File: src/rtl/cnn_cls_pkg.sv
// cnn_cls_pkg: shared FSM states, slot type and default sizes for the classifier back end
package cnn_cls_pkg;
   localparam int DEF_ACC_WIDTH = 24;
   localparam int DEF_IN_SIZE = 10;
   localparam int DEF_TOP_K = 3;
   localparam int DEF_IDX_W = $clog2(DEF_IN_SIZE);
   typedef enum logic [1:0] {IDLE, SCAN, EMIT} state_t;
   typedef struct packed {
      logic valid;
      logic [DEF_IDX_W-1:0] idx;
      logic signed [DEF_ACC_WIDTH-1:0] logit;
   } slot_t;
   function automatic int idx_w(input int n);
      return (n > 2) ? $clog2(n) : 1;
   endfunction
endpackage

File: src/rtl/argmax_topk_if.sv
// argmax_topk_if: logit stream in, ranked results out; m_margin exists only with ARGMAX_TOPK_MARGIN_EN
interface argmax_topk_if #(
   parameter int ACC_WIDTH = cnn_cls_pkg::DEF_ACC_WIDTH,
   parameter int IN_SIZE = cnn_cls_pkg::DEF_IN_SIZE,
   parameter int TOP_K = cnn_cls_pkg::DEF_TOP_K
);
   localparam int IDX_W = cnn_cls_pkg::idx_w(IN_SIZE);
   localparam int RANK_W = cnn_cls_pkg::idx_w(TOP_K);
   logic start, busy, s_valid, s_ready, m_valid, m_ready, m_last;
   logic signed [ACC_WIDTH-1:0] s_logit, m_logit;
   logic [RANK_W-1:0] m_rank;
   logic [IDX_W-1:0] m_class_idx;
`ifdef ARGMAX_TOPK_MARGIN_EN
   logic [ACC_WIDTH-1:0] m_margin;
   modport slave (input start, s_valid, s_logit, m_ready,
                  output busy, s_ready, m_valid, m_rank, m_class_idx, m_logit, m_last, m_margin);
   modport master (output start, s_valid, s_logit, m_ready,
                   input busy, s_ready, m_valid, m_rank, m_class_idx, m_logit, m_last, m_margin);
`else
   modport slave (input start, s_valid, s_logit, m_ready,
                  output busy, s_ready, m_valid, m_rank, m_class_idx, m_logit, m_last);
   modport master (output start, s_valid, s_logit, m_ready,
                   input busy, s_ready, m_valid, m_rank, m_class_idx, m_logit, m_last);
`endif
endinterface

File: src/rtl/topk_slot.sv
// topk_slot: one rank of the sorted insertion chain; takes the new logit, shifts in the upper entry, or holds
module topk_slot import cnn_cls_pkg::*; #(
   parameter type slot_w_t = slot_t
) (
   input  logic    clk,
   input  logic    reset,
   input  logic    clear,
   input  logic    en,
   input  logic    upper_moved,
   input  slot_w_t new_s,
   input  slot_w_t upper_s,
   output slot_w_t slot_q,
   output logic    moved
);
   slot_w_t slot_d;
   logic take_new;
   always_comb begin
      take_new = en && !upper_moved && (!slot_q.valid || $signed(new_s.logit) > $signed(slot_q.logit));
      moved = take_new || (en && upper_moved);
      slot_d = clear ? '0 : (en && upper_moved) ? upper_s : take_new ? new_s : slot_q;
   end
   always_ff @(posedge clk)
      slot_q <= reset ? '0 : slot_d;
endmodule

File: src/rtl/argmax_topk.sv
// argmax_topk: streaming top-K argmax over a frame of signed logits
// ARGMAX_TOPK_MARGIN_EN adds m_margin = slot0 - slot1, saturated
module argmax_topk import cnn_cls_pkg::*; #(
   parameter int ACC_WIDTH = DEF_ACC_WIDTH,
   parameter int IN_SIZE = DEF_IN_SIZE,
   parameter int TOP_K = DEF_TOP_K
) (
   input logic clk,
   input logic reset,
   argmax_topk_if.slave bus
);
   localparam int IDX_W = idx_w(IN_SIZE);
   localparam int RANK_W = idx_w(TOP_K);
   typedef struct packed {
      logic valid;
      logic [IDX_W-1:0] idx;
      logic signed [ACC_WIDTH-1:0] logit;
   } frame_slot_t;
   if (IN_SIZE < 2 || TOP_K < 1 || TOP_K > IN_SIZE) begin : g_bad_cfg
      $error("argmax_topk: need IN_SIZE >= 2 and 1 <= TOP_K <= IN_SIZE");
   end
   state_t state_q, state_d;
   logic [IDX_W-1:0] idx_q, idx_d;
   logic [RANK_W-1:0] rank_q, rank_d;
   logic clear, accept;
   frame_slot_t new_s;
   frame_slot_t slots [TOP_K];
   logic moved [TOP_K];
   assign new_s = {1'b1, idx_q, bus.s_logit};
   always_comb begin
      state_d = state_q;
      idx_d = idx_q;
      rank_d = rank_q;
      clear = 1'b0;
      accept = 1'b0;
      unique case (state_q)
         IDLE: if (bus.start) begin
            state_d = SCAN;
            idx_d = '0;
            rank_d = '0;
            clear = 1'b1;
         end
         SCAN: if (bus.s_valid) begin
            accept = 1'b1;
            idx_d = idx_q + IDX_W'(1);
            state_d = (idx_q == IDX_W'(IN_SIZE - 1)) ? EMIT : SCAN;
         end
         EMIT: if (bus.m_ready) begin
            state_d = (rank_q == RANK_W'(TOP_K - 1)) ? IDLE : EMIT;
            rank_d = (rank_q == RANK_W'(TOP_K - 1)) ? '0 : rank_q + RANK_W'(1);
         end
         default: state_d = IDLE;
      endcase
   end
   always_ff @(posedge clk) begin
      if (reset) begin
         state_q <= IDLE;
         idx_q <= '0;
         rank_q <= '0;
      end else begin
         state_q <= state_d;
         idx_q <= idx_d;
         rank_q <= rank_d;
      end
   end
   // slot 0 holds the largest logit; a take or shift ripples down the chain
   for (genvar g = 0; g < TOP_K; g++) begin : g_slot
      if (g == 0) begin : g_head
         topk_slot #(.slot_w_t(frame_slot_t)) u_slot (
            .clk, .reset, .clear, .en(accept), .upper_moved(1'b0), .new_s,
            .upper_s('0), .slot_q(slots[g]), .moved(moved[g]));
      end else begin : g_tail
         topk_slot #(.slot_w_t(frame_slot_t)) u_slot (
            .clk, .reset, .clear, .en(accept), .upper_moved(moved[g-1]), .new_s,
            .upper_s(slots[g-1]), .slot_q(slots[g]), .moved(moved[g]));
      end
   end
   assign bus.busy = state_q != IDLE;
   assign bus.s_ready = state_q == SCAN;
   assign bus.m_valid = state_q == EMIT;
   assign bus.m_last = (state_q == EMIT) && (rank_q == RANK_W'(TOP_K - 1));
   assign bus.m_rank = rank_q;
   assign bus.m_class_idx = slots[rank_q].idx;
   assign bus.m_logit = slots[rank_q].logit;
`ifdef ARGMAX_TOPK_MARGIN_EN
   if (TOP_K == 1) begin : g_margin_none
      assign bus.m_margin = '0;
   end else begin : g_margin
      logic signed [ACC_WIDTH:0] diff;
      assign diff = {slots[0].logit[ACC_WIDTH-1], slots[0].logit} - {slots[1].logit[ACC_WIDTH-1], slots[1].logit};
      assign bus.m_margin = diff[ACC_WIDTH] ? '1 : diff[ACC_WIDTH-1:0];
   end
`else
`endif
endmodule

File: src/flat_wrapper.sv
// flat-port wrapper written by rule: the top's interface ports become plain ports
module argmax_topk_flat import cnn_cls_pkg::*;
#(
   parameter int ACC_WIDTH = DEF_ACC_WIDTH,
   parameter int IN_SIZE = DEF_IN_SIZE,
   parameter int TOP_K = DEF_TOP_K
)
  (clk, reset, bus_start, bus_s_valid, bus_s_logit, bus_m_ready, bus_busy, bus_s_ready, bus_m_valid, bus_m_rank, bus_m_class_idx, bus_m_logit, bus_m_last);
  argmax_topk_if #(.ACC_WIDTH(ACC_WIDTH), .IN_SIZE(IN_SIZE), .TOP_K(TOP_K)) bus_i ();
  input logic clk;
  input logic reset;
  input wire logic [$bits(bus_i.start)-1:0] bus_start;
  input wire logic [$bits(bus_i.s_valid)-1:0] bus_s_valid;
  input wire logic [$bits(bus_i.s_logit)-1:0] bus_s_logit;
  input wire logic [$bits(bus_i.m_ready)-1:0] bus_m_ready;
  output wire logic [$bits(bus_i.busy)-1:0] bus_busy;
  output wire logic [$bits(bus_i.s_ready)-1:0] bus_s_ready;
  output wire logic [$bits(bus_i.m_valid)-1:0] bus_m_valid;
  output wire logic [$bits(bus_i.m_rank)-1:0] bus_m_rank;
  output wire logic [$bits(bus_i.m_class_idx)-1:0] bus_m_class_idx;
  output wire logic [$bits(bus_i.m_logit)-1:0] bus_m_logit;
  output wire logic [$bits(bus_i.m_last)-1:0] bus_m_last;
  assign bus_i.start = bus_start;
  assign bus_i.s_valid = bus_s_valid;
  assign bus_i.s_logit = bus_s_logit;
  assign bus_i.m_ready = bus_m_ready;
  assign bus_busy = bus_i.busy;
  assign bus_s_ready = bus_i.s_ready;
  assign bus_m_valid = bus_i.m_valid;
  assign bus_m_rank = bus_i.m_rank;
  assign bus_m_class_idx = bus_i.m_class_idx;
  assign bus_m_logit = bus_i.m_logit;
  assign bus_m_last = bus_i.m_last;
  argmax_topk #(.ACC_WIDTH(ACC_WIDTH), .IN_SIZE(IN_SIZE), .TOP_K(TOP_K)) u_core (.clk(clk), .reset(reset), .bus(bus_i));
endmodule
File: config.mk
export PLATFORM = sky130hd
export DESIGN_NAME = argmax_topk_flat
export DESIGN_NICKNAME = d
export VERILOG_FILES = /design/src/rtl/cnn_cls_pkg.sv /design/src/rtl/argmax_topk_if.sv /design/src/rtl/topk_slot.sv /design/src/rtl/argmax_topk.sv /design/src/flat_wrapper.sv
export SDC_FILE = /design/constraint.sdc
export NUM_CORES = 1
export LEC_CHECK = 0
export CORE_MARGIN = 2
export CORE_UTILIZATION = 50
export DETAILED_ROUTE_END_ITERATION = 6
export DONT_BUFFER_PORTS = 1
export PLACE_DENSITY = 0.68
export REMOVE_ABC_BUFFERS = 1
export SLEW_MARGIN = 20
export SYNTH_ARGS = -nofsm -noshare
export SYNTH_HDL_FRONTEND = slang
export SYNTH_SLANG_ARGS = --single-unit
export TNS_END_PERCENT = 50
File: constraint.sdc
create_clock -name clk -period 4 [get_ports clk]
set_input_delay 0.4 -clock clk [delete_from_list [all_inputs] [get_ports clk]]
set_output_delay 0.4 -clock clk [all_outputs]
set_load 0.02 [all_outputs]
==> out/results.ini <==
[logic_synthesis]
synthFlopType = dfxtp_1
ys_types = 51
syn_inst = 822
ys_seq_elements = 95
seq_area_frac_synth_pct = 29.92
yosysWarningCount = 0
synth_edf_count = 0
synth-async-reset-ratio_pct = 0
syn_area_per_cell_um2 = 7.732
synth_area_um2 = 6356

[clock_tree]
numCtsBuffers = 9
cts_tree = yes
cts_resized = 0
cts-root-buf = clkbuf_16
cts_hold_buf = 0
clk_path_buf_depth = 2
post_cts_buffers = 0
clock_latency_ns = 0.36
clock_sinks = 95
clk_pin_slew_worst_paths_ns = 0.07
cts-htree-levels = 3

[hold_path]
holdPathStages = 1
hp-class = input port to register
min_to = u_core.bus.m_rank[1]
hold_start = reset

[worst_setup_path]
arrival_ns = 3.67
cp_max_fo = 5
reg2regPathDepth = 10
rr_startpoint = u_core.g_slot[0].g_head.u_slot.slot_q[23]
rrSetupSlack_ns = 0.57
worstSetupStartpointType = register
r2r-end = u_core.g_slot[1].g_tail.u_slot.slot_q[21]
path_class = register to register
crit_required_ns = 4.24
endpoint_kind = register

[cells_and_area]
design_area_um2 = 6855
final_nets = 900
seq_area_um2 = 1904
fin_util_pct = 54.77
drive_gt1_share_pct = 5.237
fillers = 1225
mostFrequentLayoutCells = a21oi_1, nand2_1, dfxtp_1
multi_input_area_um2 = 3989
n_antenna_cell = 0
area_growth_pct = 7.854
layout_commonest_cell = a21oi_1

[global_routing]
grt_pass1_vias = 5702
grt_util_all_layers_pct = 26.29
antenna_found_initial = 0
grt_pass1_wl_um = 28310
grt_max_degree = 48
gr-total-overflow = 0

[power_and_ir_drop]
p_leak_nw = 2.473
power.total_w = 0.002424
p_per_area_nw_per_um2 = 353.6
vdd_drop_max_uv = 251.0

[floorplanning]
fp-row-count = 41
core-area_um2 = 12520
dieArea_um2 = 13630
die_y_um = 116.8
die_w_um = 116.8
initial_core_util_pct = 50.78
num_io_pins = 63

[timing]
hold-worst-slack_ns = 0.09817
finalHoldViolations = 0
rsz0062_at_grt = false
tns_ns = 0
fmax_mhz = 291.4
fin_crit_sh_pct = 85.80
max_slew.worst_pin.slew_ns = 0.8075
fin_skew_ns = 0.01019
finalSetupViolCount = 0
finalCriticalPeriod_ns = 3.432
final_max_slew_viol_count = 0
relSlewSlack_pct = 46.17

[placement]
hpwlAfterDp_um = 12300
port_buffers = 0
place_congestion = 0.9298
placed_area_um2 = 6501

[route]
drt_pass1_iterations = 5
ant_nets = 0
drt_iter0_markers = 412
post_drt_via_cell_ratio = 5.960
drt_wl_total_um = 17120
num_vias = 5805
wl_per_cell_um = 17.58
drc_errors = 0

[flow_run]
maxCapViolCount = 0

[run_status]
outcome = finished clean

## per-layer routing
metal,track usage (%),wire [µm],share of wire (%)
met3,4.619,872,5.1
met5,0,0,0
met2,43.93,8018,47
met1,33.08,7756,45
met4,12.00,471,2.8
## worst max-delay path, stage by stage, from the launching register on
cell and delay [ns]:
dfxtp_1 0.38, inv_1 0.06, ha_1 0.33, nand4_1 0.18
or4_4 0.57, a211o_1 0.30, o2111a_1 0.14, mux2_2 0.29
o21ai_0 0.46, nor2_1 0.22, a221o_1 0.39
## area by class of cell
class,instances,share of cell area (%)
inverter,74,4.052
tap,172,3.139
clock buffer,10,3.486
clock inverter,6,1.679
multi-input combinational,605,58.19
timing repair buffer,12,1.679
sequential,95,27.78
## how the worst max path moves through the flow
stage | start | slack, ns | end
2_1_floorplan | bus_s_logit[23] | -0.14 | u_core.g_slot[1].g_tail.u_slot.slot_q[26]
6_report | u_core.g_slot[0].g_head.u_slot.slot_q[23] | 0.57 | u_core.g_slot[1].g_tail.u_slot.slot_q[21]
4_1_cts | u_core.g_slot[0].g_head.u_slot.slot_q[23] | 0.60 | u_core.g_slot[1].g_tail.u_slot.slot_q[21]
5_1_grt | u_core.g_slot[0].g_head.u_slot.slot_q[23] | 0.33 | u_core.g_slot[2].g_tail.u_slot.slot_q[7]
3_3_place_gp | u_core.g_slot[0].g_head.u_slot.slot_q[23] | 0.66 | u_core.g_slot[1].g_tail.u_slot.slot_q[20]
3_5_place_dp | u_core.g_slot[0].g_head.u_slot.slot_q[23] | 0.62 | u_core.g_slot[1].g_tail.u_slot.slot_q[21]
## stage by stage
stage | cells | setup slack, ns
2_1_floorplan | 774 | -0.1363
3_3_place_gp | 958 | 0.6555
3_5_place_dp | 958 | 0.6162
4_1_cts | 974 | 0.5955
5_1_grt | 974 | 0.3291
6_report | 974 | 0.5678
## registers in the layout (all words and copies together), names as in the netlist
name	flops
u_core.bus.m_rank	2
u_core.g_slot.g_head.u_slot.slot_q	29
u_core.g_slot.g_tail.u_slot.slot_q	58
u_core.idx_q	4
u_core.state_q	2
## synthesized netlist by cell type, types with 7 or more instances
cell type,number,area (µm²)
a21oi_1,131,655.6
nand2_1,111,416.7
dfxtp_1,95,1902
ha_1,74,925.9
inv_1,74,277.8
mux2i_1,53,530.5
nor2_1,47,176.4
o21ai_0,43,215.2
clkbuf_1,30,112.6
a211oi_1,23,172.7
o22ai_1,23,143.9
nand4_1,12,75.07
buf_2,9,45.04
nand3_1,9,45.04
nor3_1,9,45.04
nor2b_1,8,50.05
a221o_1,7,70.07
buf_1,7,26.28
o2bb2ai_1,7,61.31
## cells by family (layout without fill, tap and decap cells)
group	count (synthesis)	after routing	synth area share (%)
compound gates	255	255	23.66
simple gates	220	220	15.43
buf+inv	122	102	7.618
flops	95	95	29.92
fa+ha+maj	74	74	14.57
mux	54	54	8.524
xor+xnor	2	2	0.2756
## power breakdown
part           switching (W)  total [W]  internal (W)  leakage [nW]
sequential         0.0000332    0.00102      0.000983         0.773
combinational       0.000239   0.000385      0.000145          1.53
clock               0.000391    0.00102      0.000631         0.169
No activity file was read; power rests on OpenSTA's default activity.
